File: src/rtl/uart_receiver.sv
// uart_receiver: 8N1 UART receiver with 2-flop input synchroniser, mid-bit start
// validation, centre sampling of data and stop bits, and framing-error detection.
//
// Ports:
//   clk_i            system clock, all logic on the rising edge
//   rst_ni           asynchronous active-low reset
//   serial_in_i      raw UART line, idle high, asynchronous to clk_i
//   data_valid_o     one-cycle pulse: received_data_o holds a new good byte
//   received_data_o  last correctly framed byte, held until the next good byte
//   is_receiving_o   high while a frame is in progress (start, data, stop)
//   framing_error_o  one-cycle pulse: stop bit sampled low, byte discarded
module uart_receiver #(
    parameter int unsigned CLKS_PER_BIT = 87
) (
    input  logic       clk_i,
    input  logic       rst_ni,
    input  logic       serial_in_i,
    output logic       data_valid_o,
    output logic [7:0] received_data_o,
    output logic       is_receiving_o,
    output logic       framing_error_o
);

    localparam logic [7:0] LAST = 8'(CLKS_PER_BIT - 1);
    localparam logic [7:0] HALF = 8'((CLKS_PER_BIT - 1) / 2);

    typedef enum logic [2:0] {
        IDLE      = 3'd0,
        START_BIT = 3'd1,
        DATA_BITS = 3'd2,
        STOP_BIT  = 3'd3,
        CLEANUP   = 3'd4
    } state_e;

    state_e     state_q;
    logic [7:0] cnt_q;
    logic [2:0] idx_q;
    logic [7:0] shift_q;
    logic [7:0] rx_data_q;
    logic       valid_q;
    logic       ferr_q;
    logic       busy_q;
    logic       sync1_q;
    logic       sync2_q;
    logic       rx_sync;

    // Both flops reset high so a reset never looks like a start edge.
    always_ff @(posedge clk_i or negedge rst_ni) begin
        if (!rst_ni) begin
            sync1_q <= 1'b1;
            sync2_q <= 1'b1;
        end else begin
            sync1_q <= serial_in_i;
            sync2_q <= sync1_q;
        end
    end

    assign rx_sync = sync2_q;

    always_ff @(posedge clk_i or negedge rst_ni) begin
        if (!rst_ni) begin
            state_q   <= IDLE;
            cnt_q     <= 8'd0;
            idx_q     <= 3'd0;
            shift_q   <= 8'd0;
            rx_data_q <= 8'd0;
            valid_q   <= 1'b0;
            ferr_q    <= 1'b0;
            busy_q    <= 1'b0;
        end else begin
            case (state_q)
                IDLE: begin
                    cnt_q <= 8'd0;
                    idx_q <= 3'd0;
                    if (!rx_sync) begin
                        state_q <= START_BIT;
                        busy_q  <= 1'b1;
                    end
                end
                // A line that is high again at mid start bit was a glitch.
                START_BIT: begin
                    if (cnt_q == HALF) begin
                        cnt_q <= 8'd0;
                        if (!rx_sync) begin
                            state_q <= DATA_BITS;
                        end else begin
                            state_q <= IDLE;
                            busy_q  <= 1'b0;
                        end
                    end else begin
                        cnt_q <= cnt_q + 8'd1;
                    end
                end
                // Counter restarts at mid start bit, so each full count lands mid-bit.
                DATA_BITS: begin
                    if (cnt_q == LAST) begin
                        cnt_q          <= 8'd0;
                        shift_q[idx_q] <= rx_sync;
                        if (idx_q == 3'd7) begin
                            idx_q   <= 3'd0;
                            state_q <= STOP_BIT;
                        end else begin
                            idx_q <= idx_q + 3'd1;
                        end
                    end else begin
                        cnt_q <= cnt_q + 8'd1;
                    end
                end
                STOP_BIT: begin
                    if (cnt_q == LAST) begin
                        cnt_q   <= 8'd0;
                        busy_q  <= 1'b0;
                        state_q <= CLEANUP;
                        if (rx_sync) begin
                            rx_data_q <= shift_q;
                            valid_q   <= 1'b1;
                        end else begin
                            ferr_q <= 1'b1;
                        end
                    end else begin
                        cnt_q <= cnt_q + 8'd1;
                    end
                end
                // Hold here while the line is low so a break cannot retrigger.
                CLEANUP: begin
                    valid_q <= 1'b0;
                    ferr_q  <= 1'b0;
                    if (rx_sync) begin
                        state_q <= IDLE;
                    end
                end
                default: begin
                    state_q <= IDLE;
                    cnt_q   <= 8'd0;
                    idx_q   <= 3'd0;
                    valid_q <= 1'b0;
                    ferr_q  <= 1'b0;
                    busy_q  <= 1'b0;
                end
            endcase
        end
    end

    assign data_valid_o    = valid_q;
    assign received_data_o = rx_data_q;
    assign is_receiving_o  = busy_q;
    assign framing_error_o = ferr_q;

endmodule

File: config.mk
export PLATFORM = sky130hd
export DESIGN_NAME = uart_receiver
export DESIGN_NICKNAME = d
export VERILOG_FILES = /design/src/rtl/uart_receiver.sv
export SDC_FILE = /design/constraint.sdc
export NUM_CORES = 1
export LEC_CHECK = 0
export CAP_MARGIN = 20
export CORE_MARGIN = 2
export CORE_UTILIZATION = 50
export CTS_CLUSTER_DIAMETER = 120
export DETAILED_ROUTE_END_ITERATION = 8
export PLACE_DENSITY = 0.8
export SLEW_MARGIN = 30
export SYNTH_ARGS = -nofsm -noshare
export SYNTH_HDL_FRONTEND = slang
export SYNTH_SLANG_ARGS = --single-unit
File: constraint.sdc
create_clock -name clk_i -period 4.7 [get_ports clk_i]
set_input_delay 1.175 -clock clk_i [delete_from_list [all_inputs] [get_ports clk_i]]
set_output_delay 1.175 -clock clk_i [all_outputs]
set_load 0.005 [all_outputs]
# Word-level counts from Yosys, hierarchy flattened
# Index checks and enable logic that the tools add are counted.
# totals
ff_bits,35
out_inout_bits,11
word_cells,73
# classes
n_addsub,2
order_cmp,2
eq_ne,16
mux,27
bitwise,3
n_reduce_logical,13
# ops
op,n
$mux 3,8
$pmux 8 s3,1
$ne 2x2->1 const B,9
$mux 8,2
$pmux 3 s5,1
$reduce_and 3->1,3
$add 8x1->8 const B,1
$bwmux 8,1
$eq 8x6->1 const B,1
$eq 8x7->1 const B,1
$mux 1,8
$eq 3x2->1 const B,2
$eq 3x3->1 const B,2
$pmux 3 s2,1
$reduce_and 6->1,1
$reduce_or 3->1,2
$reduce_and 5->1,1
$lt 3x4->1 const B,1
$pmux 1 s2,2
$pmux 1 s4,1
$reduce_and 2->1,2
$reduce_or 2->1,2
$add 3x1->3 const B,1
$demux 1 s3,1
6 further kinds,8

# Depth between registers and ports, before layout
# logic_depth
ltp_word,5
depth_mapped,6
mapped_depth_nobuf,6

# Worst setup path before layout
# No wires, ideal clock.
# synth_timing
kind,flip-flop to flip-flop
start,register cnt_q[0]
end,register shift_q[3]
t_arrival_ns,1.881
required_time_ns,4.575
path_slack_ns,2.695
stages_incl_launch_ff,7
period_less_slack_ns,2.005
path_cell_list,dfrtp_1 > inv_1 > ha_1 > nand4bb_1 > or4_4 > nor3b_2 > mux2_2
# synth_via
elab_chain_cells,2
# synth_rtl
item,line_no,rtl
start: declaration,36,logic [7:0] cnt_q;
start signal: assignment,91,cnt_q <= cnt_q + 8'd1;
start signal: assignment,106,cnt_q <= cnt_q + 8'd1;
start signal: assignment,121,cnt_q <= cnt_q + 8'd1;
$eq 8x7->1,96,if (cnt_q == LAST) begin
$reduce_and 2->1 (no line),n/a,
end signal: indexed assignment,98,shift_q[idx_q] <= rx_sync;
end: declaration,38,logic [7:0] shift_q;
# No other way between the ends.
# A chain may end at the register's enable or synchronous reset.

# Final worst setup path
# layout_timing
start,register busy_q (netlist: is_receiving_o)
end,output is_receiving_o
# layout_rtl
item,line_no,rtl
start: declaration,42,logic busy_q;
start signal: assignment,69,busy_q <= 1'b0;
start signal: assignment,77,busy_q <= 1'b1;
start signal: assignment,88,busy_q <= 1'b0;
end: declaration,20,"output logic is_receiving_o,"
# No word-level cell between the ends.

==> metrics.md <==
| Metric | Value |
|---|---|
| Setup_tns | 0 ps |
| Worst R2R Path Depth | 4 |
| Crit path depth | 1 |
| Synthesized area | approximately 1800 sq um |
| Power per cell area | 286 nW/um^2 |
| Cells on Worst Hold Path | 0 |
| Commonest non-fill, non-tap cell in the layout | dfrtp_1 |
| CTS Sinks | 35 |
| Register area share after synthesis | 0.497 |
| Final WS setup | 2270 ps |
| Ys Warns | 0 |
| Fmax | 411 MHz |
| RSZ-0062 raised after global routing | no |
| DR pass1 iterations | 5 |
| Synthesized netlist cell count | 165 |
| Die W | roughly 63 um |
| GPL Wtd Cong | around 0.86 |
| Via count | 1,388 |
| IO Port Bufs | 13 |
| Crit path max-delay family | buffers and inverters |
| DRT Wirelength | 3.49 mm |
| Core Util, Final | 0.599 |
| Worst Setup Path Type | reg2out |
| Final Hold Vio Count | 0 |
| Slowest library cell on the worst path | clkdlybuf4s50_1 |
| Max-Slew Margin vs Limit | 0.392 |
| Synthesized flop and latch total | 35 |
| CP Cell Sequence | clkdlybuf4s50_1 |
| Slowest stage delay, CP | 510 ps |
| Routed Antenna Nets | 0 |
| Initial antenna violation count | 0 |
| Startpoint Class | flip-flop |
| Final nets | 187 |
| Max-cap violation count | 0 |
| Worst Path Buf+Inv | 1 |
| Critical path endpoint category | primary output |
| DP Cell Count | 219 |
| Setup slack at placement | around 2500 ps |
| CP Data Required Time | 3520 ps |
| Post-CTS Setup Inserts | 0 |
| Asr flop ratio synth | 1.00 |
| Maximum VDD drop | 0.259 mV |
| Largest net degree at the start of global routing | 36 |
| Synth cell types | 41 |
| N_diodes | 0 |
| First-pass GRT wire length | 6.27 mm |
| Clock Skews | 23.3 ps |
| Rows | 21 |
| Lkg Pwr | 0.000841 uW |
| Most used flip-flop cell after synthesis | dfrtp_1 |
| Most frequent cells in the layout | dfrtp_1 (33), nand2_1 (16), mux2_2 (15), clkdlybuf4s50_1 (13), o21ai_0 (12) |
| # setup viols final | 0 |
| Slew of the pin with the lowest slew margin | 906 ps |
| DRC errors left | 0 |
| Initial Utilization | 0.525 |
| CTS tree | done |
| Post-synth EDFFs | 0 |
| Fin Hold WS | ~370 ps |
| H-Tree Level Count | 2 |
| 1st-iter DRT viols | 53 |
| Post-layout min period | 2430 ps |
| Vias in the first global route | around 1.3k |
| Syn Nets | 172 |
| Layout fillers | 298 |
| Fin cells | roughly 230 |
| Cts repair resizes | 0 |
| Max Fanout on Critical Path | 4 |
| Outcome | finished, final reports clean |
| Hold_buf cts | 0 |
| Worst-path clk slew | 100 ps |
| Core Region | 3360 sq um |
| Clock Latency Late Sink | about 360 ps |
| Cts bufs inserted | 5 |
| # IOs | 14 |
| Tcrit/Tclk final | 0.517 |
| Die area | around 4000 sq um |
| Count of pins over their slew limit | 0 |
| Hold Path Class | reg2reg |
| GRT Total Usage | 0.198 |
| WL/cell | 15.4 um |
| Global route overflow | 0 |
| Post-Syn Area per Cell | 10.7 sq um |
| Root Driver | clkbuf_4 |
| Layout overhead on the synthesized area | 14.1% |
| Vias per cell | 6.11 |
| DP HPWL | 2.45 mm |
| Longest Clk Path Bufs | 2 |
| Die height | 63.4 um |
| Ratio of cells with drive above 1 in the final layout | 0.182 |
| CP arrival | 1260 ps |
path summary, 6_finish.rpt:
| check | from | endpoint | slack [ps] |
|---|---|---|---|
| max | is_receiving_o | is_receiving_o | 2270 |
| min | sync1_q | rx_sync | 370 |
| max reg2reg | state_q[0] | cnt_q[6] | 2470 |
| min reg2reg | sync1_q | rx_sync | 370 |
| max in group asynchronous | rst_ni | rx_sync | 3130 |
| min in group asynchronous | rst_ni | shift_q[0] | 1200 |
where the power goes:
| group | leakage (uW) | switching [uW] | total, uW | internal [uW] |
|---|---|---|---|---|
| Sequential | 0.000468 | 12.2 | 320 | 308 |
| Clock | 0.0000452 | 106 | 218 | 112 |
| Combinational | 0.000328 | 24.6 | 38.0 | 13.4 |
| Total | 0.000841 | 143 | 576 | 433 |
routing by layer:
| layer | wire length [um] | global-route usage | share of wire |
|---|---|---|---|
| met4 | 61 | 0.0734 | 0.017 |
| met5 | 0 | 0 | 0 |
| met3 | 203 | 0.0571 | 0.058 |
| met2 | 1710 | 0.309 | 0.49 |
| met1 | 1520 | 0.263 | 0.43 |
area by class of cell:
type	instances	area (sq um)	area share
inverter	5	18.8	0.00931
clock inverter	3	43.8	0.0217
clock buffer	5	37.5	0.0186
timing repair buffer	14	138	0.0683
sequential	35	878	0.436
tap	46	57.6	0.0286
multi-input combinational	119	842	0.418
cell usage after synthesis (all sizes together) (3+ instances only):
cell type	count	share of area
ha	4	0.028
nand3	5	0.014
a21oi	6	0.017
o31ai	4	0.017
buf	4	0.011
nand2	16	0.034
nor4	3	0.019
dfrtp	33	0.47
nand3b	4	0.017
inv	5	0.011
nor2	11	0.023
o211ai	5	0.021
mux2	15	0.096
o21ai	12	0.034
nor3b	3	0.018
nand2b	3	0.011
nor3	5	0.014
kinds of logic (layout without fill, tap and decap cells):
family	Yosys count	in the layout	synth area share
flops	35	35	0.497
buf+inv	11	27	0.0262
compound gates	38	38	0.143
fa+ha+maj	4	4	0.0283
simple gates	62	62	0.210
mux	15	15	0.0956
registers in the layout, summed over array words and instances, names as in the netlist:
signal and flops:
cnt_q 8, data_valid_o 1, framing_error_o 1, idx_q 3, is_receiving_o 1, received_data_o 8, rx_sync 1, shift_q 8
state_q 3, sync1_q 1
metrics by stage:
| step | total power [uW] | area (sq um) |
|---|---|---|
| final | 576 | 2020 |
| after global routing | 601 | 2020 |
| after CTS | 579 | 2020 |
| after detailed placement | 364 | 1930 |
| after global placement | 361 | 1930 |
| after floorplan | 348 | 1770 |
Power figures use the tool's default switching activity.
